$ cat src/rtl/prmcu_uart_pkg.sv
// Shared UART subsystem types and default sizing.
package prmcu_uart_pkg;

  localparam int unsigned UART_DATA_W   = 9;
  localparam int unsigned RX_FIFO_DEPTH = 16;
  localparam int unsigned RX_FIFO_AFULL = 12;

  typedef logic [UART_DATA_W-1:0] uart_word_t;

endpackage

$ cat src/rtl/prmcu_uart_rx_fifo_if.sv
// Receiver-to-FIFO and FIFO-to-consumer valid/ready handshake bundle.
interface prmcu_uart_rx_fifo_if
  import prmcu_uart_pkg::*;
#(
  parameter int unsigned DATA_W = UART_DATA_W
);

  logic [DATA_W-1:0] in_dat_i;
  logic              in_vld_i;
  logic              in_rdy_o;
  logic [DATA_W-1:0] out_dat_o;
  logic              out_vld_o;
  logic              out_rdy_i;

  // Producer/consumer side: drives words in, accepts words out.
  modport master (
    output in_dat_i, in_vld_i, out_rdy_i,
    input  in_rdy_o, out_dat_o, out_vld_o
  );

  // FIFO side.
  modport slave (
    input  in_dat_i, in_vld_i, out_rdy_i,
    output in_rdy_o, out_dat_o, out_vld_o
  );

endinterface

$ cat src/rtl/prmcu_uart_rx_fifo_mem.sv
// DEPTH x DATA_W storage: one synchronous write port, one asynchronous read port, no reset.
module prmcu_uart_fifo_mem
  import prmcu_uart_pkg::*;
#(
  parameter  int unsigned DATA_W = UART_DATA_W,
  parameter  int unsigned DEPTH  = RX_FIFO_DEPTH,
  localparam int unsigned AW     = $clog2(DEPTH)
) (
  input  logic              clk,
  input  logic              we,
  input  logic [AW-1:0]     waddr,
  input  logic [DATA_W-1:0] wdata,
  input  logic [AW-1:0]     raddr,
  output logic [DATA_W-1:0] rdata
);

  logic [DATA_W-1:0] mem [DEPTH];

  always_ff @(posedge clk) begin
    if (we) mem[waddr] <= wdata;
  end

  assign rdata = mem[raddr];

endmodule

$ cat src/rtl/prmcu_uart_rx_fifo.sv
// UART receive elastic buffer: first-word-fall-through FIFO with level, flags and sticky stall.
module prmcu_uart_rx_fifo
  import prmcu_uart_pkg::*;
#(
  parameter int unsigned DATA_W   = UART_DATA_W,
  parameter int unsigned DEPTH    = RX_FIFO_DEPTH,
  parameter int unsigned AFULL_TH = RX_FIFO_AFULL,
  localparam int unsigned AW      = $clog2(DEPTH),
  localparam int unsigned PW      = AW + 1
) (
  input  logic                 clk,
  input  logic                 rst_n,
  input  logic                 en_i,
  input  logic                 flush_i,
  input  logic                 stall_clr_i,
  prmcu_uart_rx_fifo_if.slave  bus,
  output logic [PW-1:0]        level_o,
  output logic                 empty_o,
  output logic                 full_o,
  output logic                 afull_o,
  output logic                 stall_o
);

  logic [PW-1:0]     wptr_q;
  logic [PW-1:0]     rptr_q;
  logic [PW-1:0]     level_q;
  logic              stall_q;
  logic              empty;
  logic              full;
  logic              push;
  logic              pop;
  logic [DATA_W-1:0] rd_data;

  // Extra wrap bit distinguishes full from empty when the indices coincide.
  assign empty = (wptr_q == rptr_q);
  assign full  = (wptr_q[AW-1:0] == rptr_q[AW-1:0]) && (wptr_q[AW] != rptr_q[AW]);

  assign bus.in_rdy_o  = en_i & ~full & ~flush_i;
  assign bus.out_vld_o = en_i & ~empty;

  assign push = bus.in_vld_i & bus.in_rdy_o;
  assign pop  = bus.out_vld_o & bus.out_rdy_i & ~flush_i;

  always_ff @(posedge clk or negedge rst_n) begin
    if (!rst_n) begin
      wptr_q  <= '0;
      rptr_q  <= '0;
      level_q <= '0;
    end else if (flush_i) begin
      wptr_q  <= '0;
      rptr_q  <= '0;
      level_q <= '0;
    end else begin
      if (push) wptr_q <= wptr_q + PW'(1);
      if (pop)  rptr_q <= rptr_q + PW'(1);
      if (push && !pop)      level_q <= level_q + PW'(1);
      else if (pop && !push) level_q <= level_q - PW'(1);
    end
  end

  // Sticky back-pressure flag; a new blocked attempt outranks a clear.
  always_ff @(posedge clk or negedge rst_n) begin
    if (!rst_n)                                     stall_q <= 1'b0;
    else if (en_i && bus.in_vld_i && !bus.in_rdy_o) stall_q <= 1'b1;
    else if (stall_clr_i)                           stall_q <= 1'b0;
  end

  prmcu_uart_fifo_mem #(
    .DATA_W (DATA_W),
    .DEPTH  (DEPTH)
  ) u_mem (
    .clk   (clk),
    .we    (push),
    .waddr (wptr_q[AW-1:0]),
    .wdata (bus.in_dat_i),
    .raddr (rptr_q[AW-1:0]),
    .rdata (rd_data)
  );

  // Storage is not reset, so the head is masked while nothing is stored.
  assign bus.out_dat_o = empty ? '0 : rd_data;

  assign level_o = level_q;
  assign empty_o = empty;
  assign full_o  = full;
  assign afull_o = (level_q >= PW'(AFULL_TH));
  assign stall_o = stall_q;

endmodule

$ cat src/flat_wrapper.sv
// flat-port wrapper written by rule: the top's interface ports become plain ports
module prmcu_uart_rx_fifo_flat import prmcu_uart_pkg::*;
#(
  parameter int unsigned DATA_W   = UART_DATA_W,
  parameter int unsigned DEPTH    = RX_FIFO_DEPTH,
  parameter int unsigned AFULL_TH = RX_FIFO_AFULL,
  localparam int unsigned AW      = $clog2(DEPTH),
  localparam int unsigned PW      = AW + 1
)
  (clk, rst_n, en_i, flush_i, stall_clr_i, level_o, empty_o, full_o, afull_o, stall_o, bus_in_dat_i, bus_in_vld_i, bus_out_rdy_i, bus_in_rdy_o, bus_out_dat_o, bus_out_vld_o);
  prmcu_uart_rx_fifo_if #(.DATA_W(DATA_W)) bus_i ();
  input  logic clk;
  input  logic rst_n;
  input  logic en_i;
  input  logic flush_i;
  input  logic stall_clr_i;
  output logic [PW-1:0] level_o;
  output logic empty_o;
  output logic full_o;
  output logic afull_o;
  output logic stall_o;
  input wire logic [$bits(bus_i.in_dat_i)-1:0] bus_in_dat_i;
  input wire logic [$bits(bus_i.in_vld_i)-1:0] bus_in_vld_i;
  input wire logic [$bits(bus_i.out_rdy_i)-1:0] bus_out_rdy_i;
  output wire logic [$bits(bus_i.in_rdy_o)-1:0] bus_in_rdy_o;
  output wire logic [$bits(bus_i.out_dat_o)-1:0] bus_out_dat_o;
  output wire logic [$bits(bus_i.out_vld_o)-1:0] bus_out_vld_o;
  assign bus_i.in_dat_i = bus_in_dat_i;
  assign bus_i.in_vld_i = bus_in_vld_i;
  assign bus_i.out_rdy_i = bus_out_rdy_i;
  assign bus_in_rdy_o = bus_i.in_rdy_o;
  assign bus_out_dat_o = bus_i.out_dat_o;
  assign bus_out_vld_o = bus_i.out_vld_o;
  prmcu_uart_rx_fifo #(.DATA_W(DATA_W), .DEPTH(DEPTH), .AFULL_TH(AFULL_TH)) u_core (.clk(clk), .rst_n(rst_n), .en_i(en_i), .flush_i(flush_i), .stall_clr_i(stall_clr_i), .bus(bus_i), .level_o(level_o), .empty_o(empty_o), .full_o(full_o), .afull_o(afull_o), .stall_o(stall_o));
endmodule
$ cat config.mk
export PLATFORM = sky130hd
export DESIGN_NAME = prmcu_uart_rx_fifo_flat
export DESIGN_NICKNAME = d
export VERILOG_FILES = /design/src/rtl/prmcu_uart_pkg.sv /design/src/rtl/prmcu_uart_rx_fifo_if.sv /design/src/rtl/prmcu_uart_rx_fifo_mem.sv /design/src/rtl/prmcu_uart_rx_fifo.sv /design/src/flat_wrapper.sv
export SDC_FILE = /design/constraint.sdc
export NUM_CORES = 1
export LEC_CHECK = 0
export ABC_CLOCK_PERIOD_IN_PS = 4000
export BUFFER_PORTS_ARGS = -buffer_cell sky130_fd_sc_hd__buf_2
export CELL_PAD_IN_SITES_DETAIL_PLACEMENT = 1
export CELL_PAD_IN_SITES_GLOBAL_PLACEMENT = 2
export CORE_MARGIN = 8
export CORE_UTILIZATION = 40
export DETAILED_ROUTE_END_ITERATION = 8
export GPL_TIMING_DRIVEN = 0
export PLACE_DENSITY = 0.8
export SYNTH_ARGS = -nofsm -noshare
export SYNTH_HDL_FRONTEND = slang
export SYNTH_SLANG_ARGS = --single-unit
$ cat constraint.sdc
create_clock -name clk -period 4 [get_ports clk]
set_input_delay 0.6 -clock clk [delete_from_list [all_inputs] [get_ports clk]]
set_output_delay 0.6 -clock clk [all_outputs]
set_load 0.01 [all_outputs]
==> flow_summary.ini <==
[global_routing]
grt.overflow.total = 0
grt_use_total = 0.152
grt_pass1_vias = 3644
grt_first_pass_wirelength_um = 23600
antenna_found_initial = 0
grt_max_degree = 17

[final_layout]
syn_to_final_growth_pct = 15.9
diodes = 0
nNetsFinal = 425
drive_gt1_frac = 0.292
n_fill_cell = 1528
fin_util = 0.472

[yosys]
async_flop_share = 0.100
syn_area_um2 = 6740
synth_top_area_frac = 0.642
yosysTopAreaCell = edfxtp_1
synth_edf_count = 144
yosysWarnings = 0
synthCells = 345
synth_seq_cells = 160
synth-seq-area-share = 0.701
synth.avg_cell_area_um2 = 19.5
syn_nets = 371
ys_types = 48
ys_top_cells_by_area = edfxtp_1 64%, mux4_2 12%, dfrtp_1 5.9%, mux4_1 3.9%, ha_1 1.7%
synthFlopType = edfxtp_1

[setup_path]
worst_ep_arrival_time_ps = 4000
cpPeakStageDelay_ps = 470
crit_slowest_cell = dfrtp_1
critPathTopFamily = compound AO/OA/AOI/OAI gates
required_ps = 4300
worstPathMaxFanout = 10
setup.worst_path.class = reg2reg
cp_cell_sequence = xnor2_1, nand4_2, nor2_4, buf_2, o21ai_1, fa_1, a21o_1, a21oi_1, o211ai_1, o211a_1, or3_1
cp-end-kind = flip-flop
cp_num_buf_inv = 1
cp-start-kind = flip-flop

[clock_tree]
cts.path.max_buffers = 2
clkLatencyLatePin_ps = 430
clk_pin_slew_ps = 60
cts_root_buffer = clkbuf_16
post-cts-setup-buffers = 0
htree_levels = 4
cts_sinks = 160
cts_buffers = 17
cts_tree = yes

[routing]
routed_wl_um = 15400
via_per_inst = 5.50
dr.first_iter.drc_count = 262
highest_layer = met4
drt-met1-wl_um = 6560
routedWlPerCell_um = 24.4
dr_wl_met2_um = 7610
vias = 3468
drt-pass1-iter-count = 5
route.antenna.remaining_nets = 0
met3RoutedLength_um = 956
drc = 0

[timing]
rsz0062_at_grt = no
worst_slew_pin_slew_ps = 1020
final_max_slew_viol_count = 0
hold_viol = 0
max_freq_mhz = 270
tns_ps = 0
max_slew_margin = 0.315
min_period_ps = 3700
layout_worst_path_cycle_share = 0.926
skew_ps = 7.11
finalSetupViolCount = 0

[floorplan]
design.die.area_um2 = 21300
fp.coreArea_um2 = 16500
ios = 36
fp-row-count = 47
fp.dieW_um = 146
start_util = 0.408
die_h_um = 146

[power]
irDropWorstVdd_mv = 0.409
p_per_area_nw_per_um2 = 489
p_leak_nw = 2.61

[placement]
numPortBuffers = 35
gp_congestion = 0.774
dp_hpwl_um = 10500

[status]
status = complete, no violations

[hold_path]
hold_class = in2async

[run]
cap_violations = 0
[routing by layer]
layer / track usage / vias to the layer above
met5: 0 / -
met4: 0.0521 / 0
met3: 0.0476 / 21
met2: 0.240 / 107
met1: 0.195 / 1818
li1: - / 1522
[synthesized netlist by cell type, types with 3 or more instances]
library cell  number
mux4_1            10
xnor2_1            7
dfrtp_1           16
nand2_1           10
xor2_1             4
inv_1              5
a22o_1             4
ha_1               9
mux4_2            35
o211ai_1           3
edfxtp_1         144
clkbuf_1           6
nor2_1            20
o21ai_1            5
buf_6              3
a21oi_1            6
nor2b_1            9
nor3_1             5
nand3_1            5
buf_2              3
[layout make-up]
type	instances	area [um^2]	share of cell area
Clock inverter	12	158	0.0202
Tap cell	220	275	0.0353
Clock buffer	19	433	0.0554
Buffer	15	103	0.0131
Inverter	5	18.8	0.00240
Sequential cell	160	4720	0.605
Timing Repair Buffer	35	175	0.0224
Multi-Input combinational cell	165	1920	0.246
[registers in the layout, indices dropped and copies added (netlist names)]
signal,cells
u_core.u_mem.mem,144
u_core.level_o,5
u_core.wptr_q,5
u_core.rptr_q,5
u_core.stall_o,1
[power breakdown]
group / internal, mW / switching [mW] / leakage (nW)
logic: 0.133 / 0.176 / 0.807
clock network: 0.984 / 0.660 / 0.286
registers: 1.84 / 0.0217 / 1.51
[layout by cell type (no fill, tap or decap), drive strengths merged, types with 2 or more instances in the layout]
cell	instances
xnor2	9
buf	44
bufinv	3
a211oi	2
nor2	20
o21ai	6
clkinvlp	2
nand4	3
clkbuf	25
o211ai	3
clkinv	3
a21o	2
dfrtp	16
and3	2
nand3	5
mux4	45
ha	9
a22o	4
nor2b	11
a2111oi	2
nand2	10
edfxtp	144
nor3	5
nand2b	2
inv	9
a21oi	7
xor2	4
[cells by family (layout without fill, tap and decap cells)]
kind of cell	count (synthesis)	in the layout	synth area share
flops	160	160	0.701
simple gates	63	63	0.0496
mux	47	47	0.159
compound gates	32	32	0.0334
buf+inv	20	86	0.0180
xor+xnor	13	13	0.0191
fa+ha+maj	10	10	0.0197
[final timing paths]
kind                                  startpoint                end  slack (ps)  cells after the start
worst max-delay path            u_core.wptr_q[0]  u_core.level_o[4]         300                     11
worst min register to register    u_core.stall_o     u_core.stall_o         530                      2
worst min-delay path                       rst_n   u_core.rptr_q[2]         100                      1
min in group clk                     stall_clr_i     u_core.stall_o         370                      2
worst max register to register  u_core.wptr_q[0]  u_core.level_o[4]         300                     11
max in group asynchronous                  rst_n  u_core.level_o[0]        3620                      1
[timing repair]
item                                    CTS  global route
gates resized for setup                   0             2
endpoints found under the setup margin    0             1
hold buffers                              0             0
[metrics by stage]
stage               instances  setup slack (ps)  hold WS (ps)  power [mW]  instance area, um^2
CTS                       631              26.3          92.3        3.85                 7780
global placement          600               189           513        2.20                 7190
finish                    631               297          95.8        3.82                 7810
global route              631              59.2          97.6        3.95                 7810
detailed placement        600              51.4           523        2.21                 7190
floorplan                 345               714           304        2.08                 6740
Note: power is estimated with default switching activity, not from simulation.
